**config.mk**
```make
export PLATFORM = sky130hd
export DESIGN_NAME = msg_stream_arbiter_flat
export DESIGN_NICKNAME = d
export VERILOG_FILES = /design/src/rtl/msg_stream_arbiter_if.sv /design/src/rtl/msg_stream_arbiter.sv /design/src/flat_wrapper.sv
export SDC_FILE = /design/constraint.sdc
export NUM_CORES = 1
export LEC_CHECK = 0
export ABC_AREA = 0
export ABC_CLOCK_PERIOD_IN_PS = 4600
export CAP_MARGIN = 25
export CORE_UTILIZATION = 25
export CTS_BUF_LIST = sky130_fd_sc_hd__clkbuf_8
export CTS_CLUSTER_SIZE = 20
export DETAILED_ROUTE_END_ITERATION = 16
export GPL_TIMING_DRIVEN = 0
export PLACE_DENSITY_LB_ADDON = 0.15
export SLEW_MARGIN = 20
export SYNTH_ARGS = -nofsm -noshare
export SYNTH_HDL_FRONTEND = slang
export SYNTH_SLANG_ARGS = --single-unit
```
**constraint.sdc**
```tcl
create_clock -name clk -period 4.6 [get_ports clk]
set_input_delay 0.46 -clock clk [delete_from_list [all_inputs] [get_ports clk]]
set_output_delay 0.46 -clock clk [all_outputs]
set_load 0.01 [all_outputs]
```
**src/rtl/msg_stream_arbiter_if.sv**
```systemverilog
// Bus between NREQ message sources, the round-robin arbiter and the shared
// message datapath. Sources and the datapath form the master side; the arbiter is the slave.
interface msg_stream_arbiter_if #(
  parameter int NREQ  = 4,
  parameter int MSG_W = 5
);
  // Handshake: a source raises req[i] and holds it until it sees ack[i] for
  // one cycle. The arbiter latches msg_in[i] when it grants. It then pulses
  // dp_start for one cycle and treats dp_done (pulse or level) as completion
  // only while it is waiting. At the end it pulses ack[owner] once, with
  // timeout_err if service was forced.
  logic [NREQ-1:0]       req;
  logic [NREQ*MSG_W-1:0] msg_in;
  logic [NREQ-1:0]       ack;
  logic                  dp_start;
  logic [MSG_W-1:0]      dp_msg;
  logic                  dp_done;
  logic                  busy;
  logic [2:0]            owner;
  logic                  timeout_err;

  modport master (
    output req, msg_in, dp_done,
    input  ack, dp_start, dp_msg, busy, owner, timeout_err
  );

  modport slave (
    input  req, msg_in, dp_done,
    output ack, dp_start, dp_msg, busy, owner, timeout_err
  );
endinterface

```
**src/rtl/msg_stream_arbiter.sv**
```systemverilog
// Round-robin arbiter and sequencer sharing one message datapath among NREQ
// sources: grant, start pulse, wait for done or timeout, acknowledge, rotate.
module msg_stream_arbiter #(
  parameter int NREQ    = 4,
  parameter int MSG_W   = 5,
  parameter int TIMEOUT = 1023
) (
  input  logic                  clk,
  input  logic                  rst,
  msg_stream_arbiter_if.slave   bus,
  output logic [1:0]            dbg_state_o
);

  localparam int CNT_W = (TIMEOUT < 2) ? 1 : $clog2(TIMEOUT);
  localparam logic [CNT_W-1:0] CNT_LAST = CNT_W'(TIMEOUT - 1);
  localparam logic [2:0]       IDX_LAST = 3'(NREQ - 1);

  typedef enum logic [1:0] {
    ST_IDLE    = 2'd0,
    ST_GRANT   = 2'd1,
    ST_WAIT    = 2'd2,
    ST_RELEASE = 2'd3
  } state_t;

  state_t           state_q;
  logic [2:0]       ptr_q;
  logic [2:0]       owner_q;
  logic [MSG_W-1:0] dp_msg_q;
  logic [CNT_W-1:0] cnt_q;
  logic             err_q;
  logic [NREQ-1:0]  ack_q;
  logic             dp_start_q;
  logic             busy_q;
  logic             timeout_err_q;

  logic [2*NREQ-1:0] req_dbl;
  logic [NREQ-1:0]   req_rot;
  logic [3:0]        wsum;
  logic [2:0]        winner;
  logic              found;
  logic [MSG_W-1:0]  msg_sel;

  // Rotate requests so bit 0 is the current priority holder; the lowest set
  // bit of the rotated vector is the winner, mapped back modulo NREQ.
  always_comb begin
    req_dbl = {bus.req, bus.req};
    req_rot = NREQ'(req_dbl >> ptr_q);
    found   = 1'b0;
    winner  = '0;
    wsum    = '0;
    for (int k = NREQ - 1; k >= 0; k--) begin
      if (req_rot[k]) begin
        found = 1'b1;
        wsum  = 4'(ptr_q) + 4'(k);
        if (wsum >= 4'(NREQ)) begin
          wsum = wsum - 4'(NREQ);
        end
        winner = wsum[2:0];
      end
    end
    msg_sel = MSG_W'(bus.msg_in >> (int'(winner) * MSG_W));
  end

  always_ff @(posedge clk) begin
    if (rst) begin
      state_q       <= ST_IDLE;
      ptr_q         <= '0;
      owner_q       <= '0;
      dp_msg_q      <= '0;
      cnt_q         <= '0;
      err_q         <= 1'b0;
      ack_q         <= '0;
      dp_start_q    <= 1'b0;
      busy_q        <= 1'b0;
      timeout_err_q <= 1'b0;
    end else begin
      ack_q         <= '0;
      dp_start_q    <= 1'b0;
      timeout_err_q <= 1'b0;
      unique case (state_q)
        ST_IDLE: begin
          if (found) begin
            owner_q    <= winner;
            dp_msg_q   <= msg_sel;
            cnt_q      <= '0;
            state_q    <= ST_GRANT;
            dp_start_q <= 1'b1;
            busy_q     <= 1'b1;
          end
        end
        ST_GRANT: begin
          state_q <= ST_WAIT;
        end
        ST_WAIT: begin
          cnt_q <= cnt_q + CNT_W'(1);
          // Completion takes precedence over a timeout landing in the same cycle.
          if (bus.dp_done) begin
            state_q <= ST_RELEASE;
            ack_q   <= NREQ'(1) << owner_q;
          end else if (cnt_q == CNT_LAST) begin
            state_q       <= ST_RELEASE;
            err_q         <= 1'b1;
            ack_q         <= NREQ'(1) << owner_q;
            timeout_err_q <= 1'b1;
          end
        end
        ST_RELEASE: begin
          err_q   <= 1'b0;
          ptr_q   <= (owner_q == IDX_LAST) ? 3'd0 : owner_q + 3'd1;
          busy_q  <= 1'b0;
          state_q <= ST_IDLE;
        end
        default: state_q <= ST_IDLE;
      endcase
    end
  end

  assign bus.ack         = ack_q;
  assign bus.dp_start    = dp_start_q;
  assign bus.dp_msg      = dp_msg_q;
  assign bus.busy        = busy_q;
  assign bus.owner       = owner_q;
  assign bus.timeout_err = timeout_err_q;
  assign dbg_state_o     = state_q;

endmodule

```
**src/flat_wrapper.sv**
```systemverilog
// flat-port wrapper written by rule: the top's interface ports become plain ports
module msg_stream_arbiter_flat 
#(
  parameter int NREQ    = 4,
  parameter int MSG_W   = 5,
  parameter int TIMEOUT = 1023
)
  (clk, rst, dbg_state_o, bus_req, bus_msg_in, bus_dp_done, bus_ack, bus_dp_start, bus_dp_msg, bus_busy, bus_owner, bus_timeout_err);
  msg_stream_arbiter_if #(.NREQ(NREQ), .MSG_W(MSG_W)) bus_i ();
  input  logic clk;
  input  logic rst;
  output logic [1:0] dbg_state_o;
  input wire logic [$bits(bus_i.req)-1:0] bus_req;
  input wire logic [$bits(bus_i.msg_in)-1:0] bus_msg_in;
  input wire logic [$bits(bus_i.dp_done)-1:0] bus_dp_done;
  output wire logic [$bits(bus_i.ack)-1:0] bus_ack;
  output wire logic [$bits(bus_i.dp_start)-1:0] bus_dp_start;
  output wire logic [$bits(bus_i.dp_msg)-1:0] bus_dp_msg;
  output wire logic [$bits(bus_i.busy)-1:0] bus_busy;
  output wire logic [$bits(bus_i.owner)-1:0] bus_owner;
  output wire logic [$bits(bus_i.timeout_err)-1:0] bus_timeout_err;
  assign bus_i.req = bus_req;
  assign bus_i.msg_in = bus_msg_in;
  assign bus_i.dp_done = bus_dp_done;
  assign bus_ack = bus_i.ack;
  assign bus_dp_start = bus_i.dp_start;
  assign bus_dp_msg = bus_i.dp_msg;
  assign bus_busy = bus_i.busy;
  assign bus_owner = bus_i.owner;
  assign bus_timeout_err = bus_i.timeout_err;
  msg_stream_arbiter #(.NREQ(NREQ), .MSG_W(MSG_W), .TIMEOUT(TIMEOUT)) u_core (.clk(clk), .rst(rst), .bus(bus_i), .dbg_state_o(dbg_state_o));
endmodule
```
==> flow_summary.ini, run 1 <==
[run_status]
outcome = completed

[setup_path]
endpoint_kind = flop
r2r-end = u_core.bus.dp_msg[0]
r2r_start = u_core.ptr_q[0]
r2r_slack_ns = 2.16
required_ns = 4.75
critPathArrivalTime_ns = 2.59
path_class = reg -> reg
critPathTopFamily = compound AO/OA/AOI/OAI gates
reg2regPathDepth = 8
worstPathMaxFanout = 10
startpoint_type = flop
crit_slowest_cell = a41oi_2
path_cells = buf_6 > inv_1 > ha_1 > a2111oi_2 > o22ai_1 > a41oi_2 > nand2b_1 > o221ai_1
path_buf_inv = 2
crit_path_max_incr_delay_ns = 0.40

[route]
antenna_left = 0
routed-via-count = 1472
drt-pass1-iter-count = 4
drt-initial-drc-count = 65
vias_per_cell = 4.36
wirelength_mm = 4.02
drc_errors = 0
wl_per_cell_um = 11.9

[timing]
worstMarginPinSlew_ns = 0.604
fmax_mhz = 409
hold_ws_ns = 0.486
max_slew_margin_pct = 59.2
finClkSkew_ns = 0.00540
drv_slew = 0
fin_tns_setup_ns = 0
min_period_ns = 2.44
finalSetupViolations = 0
hold_viol = 0
finalCritPeriodShare_pct = 53.1
rsz0062_at_grt = false

[clock_network]
postCtsSetupRepairBufs = 0
cts_buffers = 5
clkLatencyLatePin_ns = 0.27
htree_num_levels = 2
clk_pin_slew_ns = 0.07
clock-sinks = 30
clk_root_buffer_cell = clkbuf_8
cts_tree = built
holdBufCountCts = 0
ctsResizeCount = 0
cts_buffer_depth = 2

[placement]
dp_cells = 330
dpl_cell_area_um2 = 2300
gp_routability_congestion = 0.776
post-dp-hpwl_mm = 3.03
numPortBuffers = 41

[global_routing]
grt_pass1_vias = 1429
grt_max_degree = 11
gr-total-overflow = 0
grt_pass1_wl_mm = 6.86
grt_usage_pct = 11.8
antenna_found_initial = 0

[cells_and_area]
layout_commonest_cell = clkdlybuf4s50_1
fin_cells = 338
nets = 279
antenna_cells = 0
design_area_um2 = 2390
drive_gt1_share_pct = 10.3
syn_to_final_growth_pct = 35.4
layout_common_cells = clkdlybuf4s50_1 (41), dfxtp_1 (30), nor2_1 (19)

[floorplanning]
placementRows = 30
io_pins = 44
die_area_um2 = 7410
die_h_um = 86.1
start_util_pct = 26.0
coreArea_um2 = 6790
die_w_um = 86.1

[synthesis]
synth_edf_count = 0
synth_nets = 231
syn_area_um2 = 1770
yosysWarnings = 0
seq_area_frac_synth_pct = 34.0
syn_avg_cell_area_um2 = 9.15
yosysTopAreaCell = dfxtp_1
ys_seq_elements = 30
syn_inst = 193
synth_area_leaders = dfxtp_1 (34%), ha_1 (7.8%), mux2i_1 (7.4%)
synth_top_area_share_pct = 34.0
ys.flop_type = dfxtp_1
synth_cell_type_count = 52
synthArstFlopShare_pct = 0

[power]
power_mw = 1.02
irDropWorstVdd_mv = 0.170
power_density_nw_per_um2 = 428
p_leak_nw = 0.889

[hold_path]
hold_path_end = u_core.cnt_q[0]
hp-class = reg -> reg
worstHoldStart = u_core.cnt_q[0]
hold_depth = 2

[flow_run]
cap_viol_max_count = 0
==> power by group <==
part | switching, mW | internal, mW | total, mW
registers | 0.0328 | 0.310 | 0.343
clock network | 0.101 | 0.120 | 0.221
logic | 0.237 | 0.223 | 0.459
total | 0.371 | 0.653 | 1.02
==> final cells by class <==
| type | instances | area, um2 |
|---|---|---|
| clock inverter | 2 | 12.5 |
| inverter | 11 | 41.3 |
| multi-input combinational | 143 | 1070 |
| fill | 703 | 4400 |
| clock buffer | 6 | 82.6 |
| sequential | 30 | 601 |
| buffer | 9 | 50.0 |
| tap | 96 | 120 |
| timing repair buffer | 41 | 410 |
==> per-layer routing <==
layer  track usage (%)  routed length (um)
met4              3.18                  25
met5                 0                   0
met1              15.6                2080
met3              3.85                 227
met2              18.5                1690
==> sequential cells by signal, summed over array words and instances, names as in the netlist <==
register and flops:
u_core.bus.dp_start 1, u_core.bus.timeout_err 1, u_core.bus.dp_msg 5, u_core.bus.owner 3
u_core.cnt_q 10, u_core.bus.ack 4, u_core.dbg_state_o 2, u_core.bus.busy 1
u_core.ptr_q 3
==> Yosys cell counts (2+ instances only) <==
| library cell | instances |
|---|---|
| xor2_1 | 4 |
| o221ai_1 | 5 |
| clkbuf_1 | 2 |
| nand3b_1 | 6 |
| mux2i_1 | 13 |
| buf_2 | 4 |
| a211oi_1 | 3 |
| and3b_1 | 2 |
| xnor2_1 | 2 |
| a221oi_1 | 2 |
| nand4_1 | 3 |
| or3_1 | 2 |
| and3_1 | 2 |
| o21ai_0 | 3 |
| ha_1 | 11 |
| dfxtp_1 | 30 |
| nand2_1 | 7 |
| nor2b_1 | 4 |
| a21oi_1 | 9 |
| nor2_1 | 19 |
| and2_1 | 5 |
| inv_1 | 11 |
| nand2b_1 | 9 |
| nand3_1 | 7 |
==> worst min-delay path, cell delays in order, from the launching register on <==
cell     delay, ns
dfxtp_1       0.33
nand2_1       0.06
a21oi_1       0.05
==> metrics by stage <==
step                util, %  setup slack (ns)
finish                 35.2              2.16
global route           35.2              1.95
CTS                    35.2              2.14
detailed placement     33.8              1.94
global placement       33.8              1.92
floorplan                 -              2.49
==> cell families (layout without fill, tap and decap cells) <==
kind of cell    count (synthesis)  count (layout)  share of synthesized area, %
buf+inv                        20              69                          5.17
xor+xnor                        6               6                          2.97
fa+ha+maj                      11              11                          7.79
flops                          30              30                          34.0
simple gates                   75              75                          24.2
compound gates                 38              38                          18.5
mux                            13              13                          7.37
==> worst max-delay path by stage <==
stage | from | to | slack, ns | cells past startpoint
finish | u_core.ptr_q[0] | u_core.bus.dp_msg[0] | 2.16 | 8
global route | u_core.ptr_q[0] | u_core.bus.dp_msg[1] | 1.95 | 8
CTS | u_core.ptr_q[0] | u_core.bus.dp_msg[0] | 2.14 | 8
detailed placement | bus_req[1] | u_core.bus.dp_msg[2] | 1.94 | 7
global placement | bus_req[1] | u_core.bus.dp_msg[2] | 1.92 | 7
floorplan | u_core.ptr_q[0] | u_core.bus.dp_msg[4] | 2.49 | 8
Note: power is estimated with default switching activity, not from simulation.
==> run 2: changes to the inputs <==
Settings changed: ABC_CLOCK_PERIOD_IN_PS 4600 to 2200.
Clock period 4.6 ns to 2.2 ns, I/O delays scaled along.
==> run 2 against run 1 <==
Effect of this change:
- design area up 2.7%
- via count shrank 0.27%
- worst setup slack got worse by 2.1 ns
- register-to-register slack lost 2.1 ns
- clock skew is essentially flat
- clock power increased by 110%
- wire length up 1.5%
- sequential share of layout area fell by 0.51 points
- first-iteration DRC count increased by 9.2%
- critical path depth rose by 1
- maximum frequency is 16% higher
==> flow_summary.ini, run 2 (synthesis results as in run 1) <==
[clock_network]
cts_buffers = 5
holdBufCountCts = 0
clk_root_buffer_cell = clkbuf_8
clk_pin_slew_ns = 0.07
cts_buffer_depth = 2
clkLatencyLatePin_ns = 0.27
cts_tree = built
htree_num_levels = 2
clock-sinks = 30

[setup_path]
worstPathMaxFanout = 10
crit_slowest_cell = a2111oi_2
critPathArrivalTime_ns = 2.25
path_buf_inv = 3
path_cells = buf_4 > inv_1 > ha_4 > a2111oi_2 > o22ai_1 > a41oi_2 > buf_6 > mux2i_1 > o221ai_1
path_class = reg -> reg
endpoint_kind = flop
required_ns = 2.35
startpoint_type = flop
critPathTopFamily = compound AO/OA/AOI/OAI gates
crit_path_max_incr_delay_ns = 0.32

[global_routing]
grt_pass1_wl_mm = 6.92
antenna_found_initial = 0
gr-total-overflow = 0
grt_max_degree = 11
grt_usage_pct = 12.0
grt_pass1_vias = 1452

[placement]
post-dp-hpwl_mm = 3.03
gp_routability_congestion = 0.776
numPortBuffers = 41

[timing]
hold_viol = 0
finalCritPeriodShare_pct = 95.7
hold_ws_ns = 0.486
finClkSkew_ns = 0.00553
rsz0062_at_grt = true
fin_tns_setup_ns = 0
min_period_ns = 2.10
finalSetupViolations = 0
worstMarginPinSlew_ns = 0.604
fmax_mhz = 475
drv_slew = 0
max_slew_margin_pct = 59.2

[floorplanning]
start_util_pct = 26.0
die_w_um = 86.1
placementRows = 30
die_area_um2 = 7410
io_pins = 44
die_h_um = 86.1
coreArea_um2 = 6790

[cells_and_area]
largest_reg_flops = 10
nets = 282
syn_to_final_growth_pct = 39.1
antenna_cells = 0
drive_gt1_share_pct = 13.5
top_register = u_core.cnt_q
layout_commonest_cell = clkdlybuf4s50_1
layout_common_cells = clkdlybuf4s50_1 (41), dfxtp_1 (29), nor2_1 (19)

[power]
p_leak_nw = 0.911
seqPwrFrac_pct = 32.7
pwr-share-comb_pct = 46.2
power_density_nw_per_um2 = 893
clkPwrFrac_pct = 21.1
irDropWorstVdd_mv = 0.356
p_int_mw = 1.40
swShare_pct = 36.1
p_sw_uw = 792

[route]
antenna_left = 0
vias_per_cell = 4.30
wl_per_cell_um = 12.0
drt-initial-drc-count = 71
routed-via-count = 1468
drt-pass1-iter-count = 4
drc_errors = 0
wirelength_mm = 4.08

[run_status]
outcome = completed

[hold_path]
hp-class = reg -> reg

[flow_run]
cap_viol_max_count = 0
-- run 2: cell types whose count changed in the layout (fill, tap and decap cells not counted), sizes merged --
cell	delta
clkinvlp	+1
inv	-1
buf	+3
-- run 2: worst reg2reg max path: stages, from the launching register on --
cell	delay, ns
dfxtp_1	0.31
buf_4	0.17
inv_1	0.17
ha_4	0.24
a2111oi_2	0.32
o22ai_1	0.13
a41oi_2	0.19
buf_6	0.15
mux2i_1	0.17
o221ai_1	0.13
-- run 2: path summary, 6_finish.rpt --
| kind | from | endpoint | slack [ns] | cells after the start |
|---|---|---|---|---|
| worst min register to register | u_core.cnt_q[0] | u_core.cnt_q[0] | 0.49 | 2 |
| worst max register to register | u_core.ptr_q[1] | u_core.bus.dp_msg[4] | 0.1 | 9 |
| worst min-delay path | u_core.cnt_q[0] | u_core.cnt_q[0] | 0.49 | 2 |
| worst max-delay path | u_core.ptr_q[1] | u_core.bus.dp_msg[4] | 0.1 | 9 |
-- run 2: metal layers --
layer  track usage (%)  share of wire, %  vias up
met1              15.7                51      633
met4              3.18              0.61        0
li1                  -                 -      793
met5                 0                 0        -
met2              18.8                42       40
met3              3.85               5.6        2
-- run 2: area by class of cell --
type | count | area, um2
Fill cell | 698 | 4340
Multi-Input combinational cell | 143 | 1100
Sequential cell | 30 | 604
Timing Repair Buffer | 44 | 437
Tap cell | 96 | 120
Clock buffer | 6 | 82.6
Buffer | 9 | 56.3
Inverter | 11 | 45.0
Clock inverter | 2 | 12.5
-- run 2: power groups by stage --
stage	logic (mW)	registers [mW]	clock network [mW]
finish	1.01	0.719	0.463
detailed placement	0.969	0.729	0
global route	1.12	0.733	0.508
floorplan	0.562	0.765	0
CTS	1.01	0.719	0.489
global placement	0.972	0.731	0
-- run 2: metrics by stage --
| stage | setup WS (ns) | total power, mW | area [um2] | util, % | instances |
|---|---|---|---|---|---|
| after floorplan | 0.0863 | 1.33 | 1770 | - | 193 |
| after global placement | -0.248 | 1.70 | 2300 | 33.8 | 330 |
| after detailed placement | -0.246 | 1.70 | 2300 | 33.8 | 330 |
| after CTS | 0.0275 | 2.22 | 2430 | 35.8 | 340 |
| after global routing | -0.0326 | 2.36 | 2460 | 36.2 | 341 |
| final | 0.0957 | 2.20 | 2460 | 36.2 | 341 |
-- run 2: repair_timing --
action	4_1_cts	5_1_grt
endpoints found under the hold margin	0	0
resized for setup	5	4
pin swaps	1	2
setup buffers	2	1
setup endpoints to repair	6	6
